<file path="src/rtl/mac_dot_seq.sv">
// rtl/mac_dot_seq.sv - dot-product sequencer around a three-stage signed MAC pipeline
//
// Optional feature macro: MAC_DOT_SAT_EN
//   defined   : accumulator saturates at signed AW limits, ovf is sticky per job
//   undefined : accumulator wraps modulo 2^AW, ovf tied to 0
//
// Ports:
//   clk, rst              rising-edge clock, asynchronous active-high reset
//   start, len            job request and operand-pair count (sampled in IDLE)
//   busy                  high whenever the sequencer is not IDLE
//   in_valid, in_ready    operand-pair handshake
//   dataa, datab          signed operands
//   res_valid, res_ready  result handshake
//   result                accumulator value (meaningful while res_valid)
//   ovf                   sticky saturation flag for the current job
module mac_dot_seq #(
  parameter int N  = 8,
  parameter int LW = 8,
  parameter int AW = 2*N
) (
  input  logic                 clk,
  input  logic                 rst,
  input  logic                 start,
  input  logic [LW-1:0]        len,
  output logic                 busy,
  input  logic                 in_valid,
  output logic                 in_ready,
  input  logic signed [N-1:0]  dataa,
  input  logic signed [N-1:0]  datab,
  output logic                 res_valid,
  input  logic                 res_ready,
  output logic signed [AW-1:0] result,
  output logic                 ovf
);

  localparam logic [1:0] S_IDLE   = 2'd0;
  localparam logic [1:0] S_STREAM = 2'd1;
  localparam logic [1:0] S_DRAIN  = 2'd2;
  localparam logic [1:0] S_RESULT = 2'd3;

  logic [1:0]              state;
  logic [LW-1:0]           remaining;
  logic signed [N-1:0]     a1, b1;
  logic                    v1;
  logic signed [2*N-1:0]   p2;
  logic                    v2;
  logic signed [AW-1:0]    acc;
  logic signed [AW-1:0]    prod_ext;
  logic signed [AW-1:0]    acc_add;
  logic                    beat;
  logic                    job_start;
  logic                    sat_hit;

  assign in_ready  = (state == S_STREAM);
  assign busy      = (state != S_IDLE);
  assign res_valid = (state == S_RESULT);
  assign result    = acc;
  assign beat      = in_ready && in_valid;
  assign job_start = (state == S_IDLE) && start;

  // Size cast sign-extends the signed product when AW > 2N and truncates when AW < 2N.
  assign prod_ext = AW'(p2);

`ifdef MAC_DOT_SAT_EN
  logic signed [AW:0] sum_wide;
  assign sum_wide = {acc[AW-1], acc} + {prod_ext[AW-1], prod_ext};
  // Overflow shows up as disagreement between the guard bit and the AW sign bit.
  assign sat_hit  = (sum_wide[AW] != sum_wide[AW-1]);
  always_comb begin
    acc_add = sum_wide[AW-1:0];
    if (sat_hit) begin
      acc_add = sum_wide[AW] ? {1'b1, {(AW-1){1'b0}}} : {1'b0, {(AW-1){1'b1}}};
    end
  end
`else
  assign sat_hit = 1'b0;
  assign acc_add = acc + prod_ext;
`endif

  // Sequencer, length counter and accumulator.
  always_ff @(posedge clk or posedge rst) begin
    if (rst) begin
      state     <= S_IDLE;
      remaining <= '0;
      acc       <= '0;
    end else begin
      case (state)
        S_IDLE: begin
          if (start) begin
            acc <= '0;
            if (len != '0) begin
              remaining <= len;
              state     <= S_STREAM;
            end else begin
              state     <= S_RESULT;
            end
          end
        end
        S_STREAM: begin
          if (beat) begin
            remaining <= remaining - 1'b1;
            if (remaining == LW'(1)) state <= S_DRAIN;
          end
        end
        S_DRAIN: begin
          // Both pipeline stages empty means the last product is already in acc.
          if (!v1 && !v2) state <= S_RESULT;
        end
        S_RESULT: begin
          if (res_ready) state <= S_IDLE;
        end
        default: state <= S_IDLE;
      endcase

      if (v2) acc <= acc_add;
    end
  end

  // MAC pipeline: operand register, product register; bubbles carry v=0.
  always_ff @(posedge clk or posedge rst) begin
    if (rst) begin
      a1 <= '0;
      b1 <= '0;
      v1 <= 1'b0;
      p2 <= '0;
      v2 <= 1'b0;
    end else begin
      v1 <= beat;
      if (beat) begin
        a1 <= dataa;
        b1 <= datab;
      end
      v2 <= v1;
      if (v1) p2 <= a1 * b1;
    end
  end

`ifdef MAC_DOT_SAT_EN
  logic ovf_q;
  always_ff @(posedge clk or posedge rst) begin
    if (rst) begin
      ovf_q <= 1'b0;
    end else if (job_start) begin
      ovf_q <= 1'b0;
    end else if (v2 && sat_hit) begin
      ovf_q <= 1'b1;
    end
  end
  assign ovf = ovf_q;
`else
  logic unused_ok;
  assign unused_ok = job_start ^ sat_hit;
  assign ovf = 1'b0;
`endif

endmodule

</file>
<file path="config.mk">
export PLATFORM = sky130hd
export DESIGN_NAME = mac_dot_seq
export DESIGN_NICKNAME = d
export VERILOG_FILES = /design/src/rtl/mac_dot_seq.sv
export SDC_FILE = /design/constraint.sdc
export NUM_CORES = 1
export LEC_CHECK = 0
export CAP_MARGIN = 30
export CORE_MARGIN = 3
export CORE_UTILIZATION = 50
export DETAILED_ROUTE_END_ITERATION = 16
export GPL_TIMING_DRIVEN = 0
export PLACE_DENSITY = 0.71
export SLEW_MARGIN = 40
export SYNTH_ARGS = -nofsm -noshare
export SYNTH_HDL_FRONTEND = slang
export SYNTH_SLANG_ARGS = --single-unit
</file>
<file path="constraint.sdc">
create_clock -name clk -period 5.4 [get_ports clk]
set_input_delay 0.81 -clock clk [delete_from_list [all_inputs] [get_ports clk]]
set_output_delay 0.81 -clock clk [all_outputs]
set_load 0.01 [all_outputs]
</file>
==> results.cfg <==
[run_status]
status = completed

[cts]
cts_hold_buf = 0
post-cts-setup-buffers = 0
cts_tree = done
cts_root_buffer = clkbuf_8
cts_sinks = 60
insertion_delay_ns = 0.35
max-clock-path-buffers = 2
htreeDepth = 3
cts_made_buffers = 9
clk_pin_slew_worst_paths_ns = 0.07
post_cts_resized = 0

[die]
start_util = 0.5276
io-pin-count = 49
die_x_um = 111.5
die_y_um = 111.5
core_sq_um = 10560
rows = 37
fp.dieArea_sq_um = 12440

[route]
finalWirelength_um = 11860
drt_iter0_drc = 167
vias = 4163
dr.pass1.iters = 4
via_per_inst = 5.449
wl_per_cell_um = 15.52
ant_nets = 0
post-route-drc-count = 0

[sta]
finalSetupViolations = 0
max-slew-margin-rel = 0.4800
timing.final.ws_setup_ns = 0.4157
max_freq_ghz = 0.2006
tightest_slew_ns = 0.7799
skew_ns = 0.01122
min_period_over_period = 0.9230
final_hold_viol_count = 0
rsz0062_at_grt = no
period_needed_ns = 4.984
setup_tns_ns = 0
slew_viol_final = 0

[hold_path]
hold_path_class = register to register
min_from = v1

[layout]
drive_above_1_share = 0.07962
synthToLayoutAreaGrowth_pct = 15.55
num-fill-cells = 923
diodes = 0
nets = 758
stdcell_count = 764

[logic_synthesis]
synth_flop_cell = dfrtp_1
yosys.area.top_type = dfrtp_1
ys_warn_count = 0
synth_xor_area_frac = 0.03617
synthArstFlopShare = 1.000
yosys-mux-area-fraction = 0.05841
synthTopCellsByCount = inv_1, dfrtp_1, fa_1, ha_1, and2_1
synth_cell_types = 48
synth-simple-area-share = 0.1256
syn_area_sq_um = 5569
synth_top_family_by_area = adder cells
synth_seq_cells = 60
netlist_instances = 564
synth_area_per_cell_sq_um = 9.874
synth_top_area_share = 0.2696
yosysSeqAreaShare = 0.2696
yosys-top-cells-area = dfrtp_1, fa_1, ha_1, inv_1, mux2_2
synthAdderAreaFrac = 0.3136
synth_compound_area_frac = 0.1238
synth.most_common_cell = inv_1
synth-edff-count = 0
syn-num-nets = 699

[critical_path]
critPathLaunchType = register
cp.arrival_ns = 5.22
cp-end-kind = register
critPathTopFamily = adder cells
critPathBufInv = 4
slowest_delay_ns = 0.53
crit_type = register to register
cp_data_required_time_ns = 5.64
path_cells = and2_1, fa_1, inv_1, fa_1, inv_1, fa_1, inv_1, fa_1, inv_1, ha_1, o21ai_0, a21boi_1, o31a_1, o211ai_1, a21boi_0, or3_1, a31o_2
worstSetupStartpoint = a1[4]
r2r-start = a1[4]
slowest_stage = fa_1
crit_fanout = 9

[global_routing]
antenna_found_initial = 0
grt_pass1_wl_um = 21150
grt_overflow = 0
grt_usage = 0.2085
grt_max_degree = 43
grt_pass1_vias = 4502

[job]
cap_violations = 0

[place]
pre_cts_slack_ns = 0.4504
hpwl_um = 9293
gp_routability_congestion = 0.8596
dp_cells = 748
io_buffer_count = 47
logic make-up (layout without fill, tap and decap cells):
group                      count (synthesis)  in the layout
buffers and inverters                    106            170
adders and majority gates                106            106
muxes                                     29             29
and+or+nand+nor                          132            132
other                                      1              1
DFF                                       60             60
AOI/OAI and AO/OA                        107            107
xor gates and xnor gates                  23             23
placed cells by master, fill, tap and decap left out, drive strengths merged, types with 2 or more instances in the layout:
master         count
a211o              2
o22ai              7
a21boi             3
a21oi             27
nor3               4
o21ai             30
buf                2
or4                3
nand3              9
a31oi              2
nand2             30
nor3b              2
mux2              28
inv               95
and2              40
clkbuf            22
fa                56
xnor2             19
clkdlybuf4s50     47
nand2b             8
ha                50
and3               2
dfrtp             60
a22o              13
xor2               4
o32ai              2
a211oi             5
a21o               3
o21a               3
or3                3
nor2b              8
o211ai             4
nor2              18
clkinv             2
cell type report:
cell class                      instances  area (sq um)  share of cell area
Multi-Input combinational cell        398          3666              0.5697
Clock buffer                           12         155.1             0.02411
Clock inverter                          4         47.55            0.007389
Buffer                                 11         45.04            0.007000
Sequential cell                        60          1501              0.2333
Inverter                               95         359.1             0.05580
Timing Repair Buffer                   48         490.5             0.07622
Tap cell                              136         170.2             0.02644
flip-flops by register name, summed over array words and instances, names as in the netlist:
| name | cells |
|---|---|
| b1 | 8 |
| p2 | 16 |
| a1 | 8 |
| result | 16 |
| state | 2 |
| v1 | 1 |
| remaining | 8 |
| v2 | 1 |
worst register-to-register path: cells and delay by family, from the launching register on:
kind,cells,cell delay [ns]
AOI/OAI and AO/OA,6,1.13
buffers and inverters,4,0.21
DFF,1,0.51
adders and majority gates,5,2.46
and+or+nand+nor,2,0.57
through the flow:
step / util / instance area, sq um / hold slack (ns)
after global routing: 0.6096 / 6435 / 0.3934
after global placement: 0.5883 / 6210 / 0.3647
after detailed placement: 0.5904 / 6232 / 0.3608
after floorplan: - / 5569 / 0.3519
after CTS: 0.6096 / 6435 / 0.3728
final: 0.6096 / 6435 / 0.3703
per-layer routing:
metal  part of all wire  global-route usage  up-vias
met1               0.42              0.2617     2079
met2               0.52              0.3691       84
li1                   -                   -     1982
met3              0.036             0.03533       18
met5                  0                   0        -
met4              0.020             0.06326        0
final timing paths:
check                      slack [ns]           end  cells past startpoint
setup / recovery                 0.42        p2[14]                     17
hold / removal                   0.37            v2                      0
setup reg to reg                 0.42        p2[14]                     17
hold reg to reg                  0.37            v2                      0
max in group asynchronous        4.13         p2[2]                      3
min in group asynchronous        0.76  remaining[2]                      2
Power is left out: the tool's default activity adds up to more than one toggle a clock period on the data nets, which glitch-free logic cannot reach.
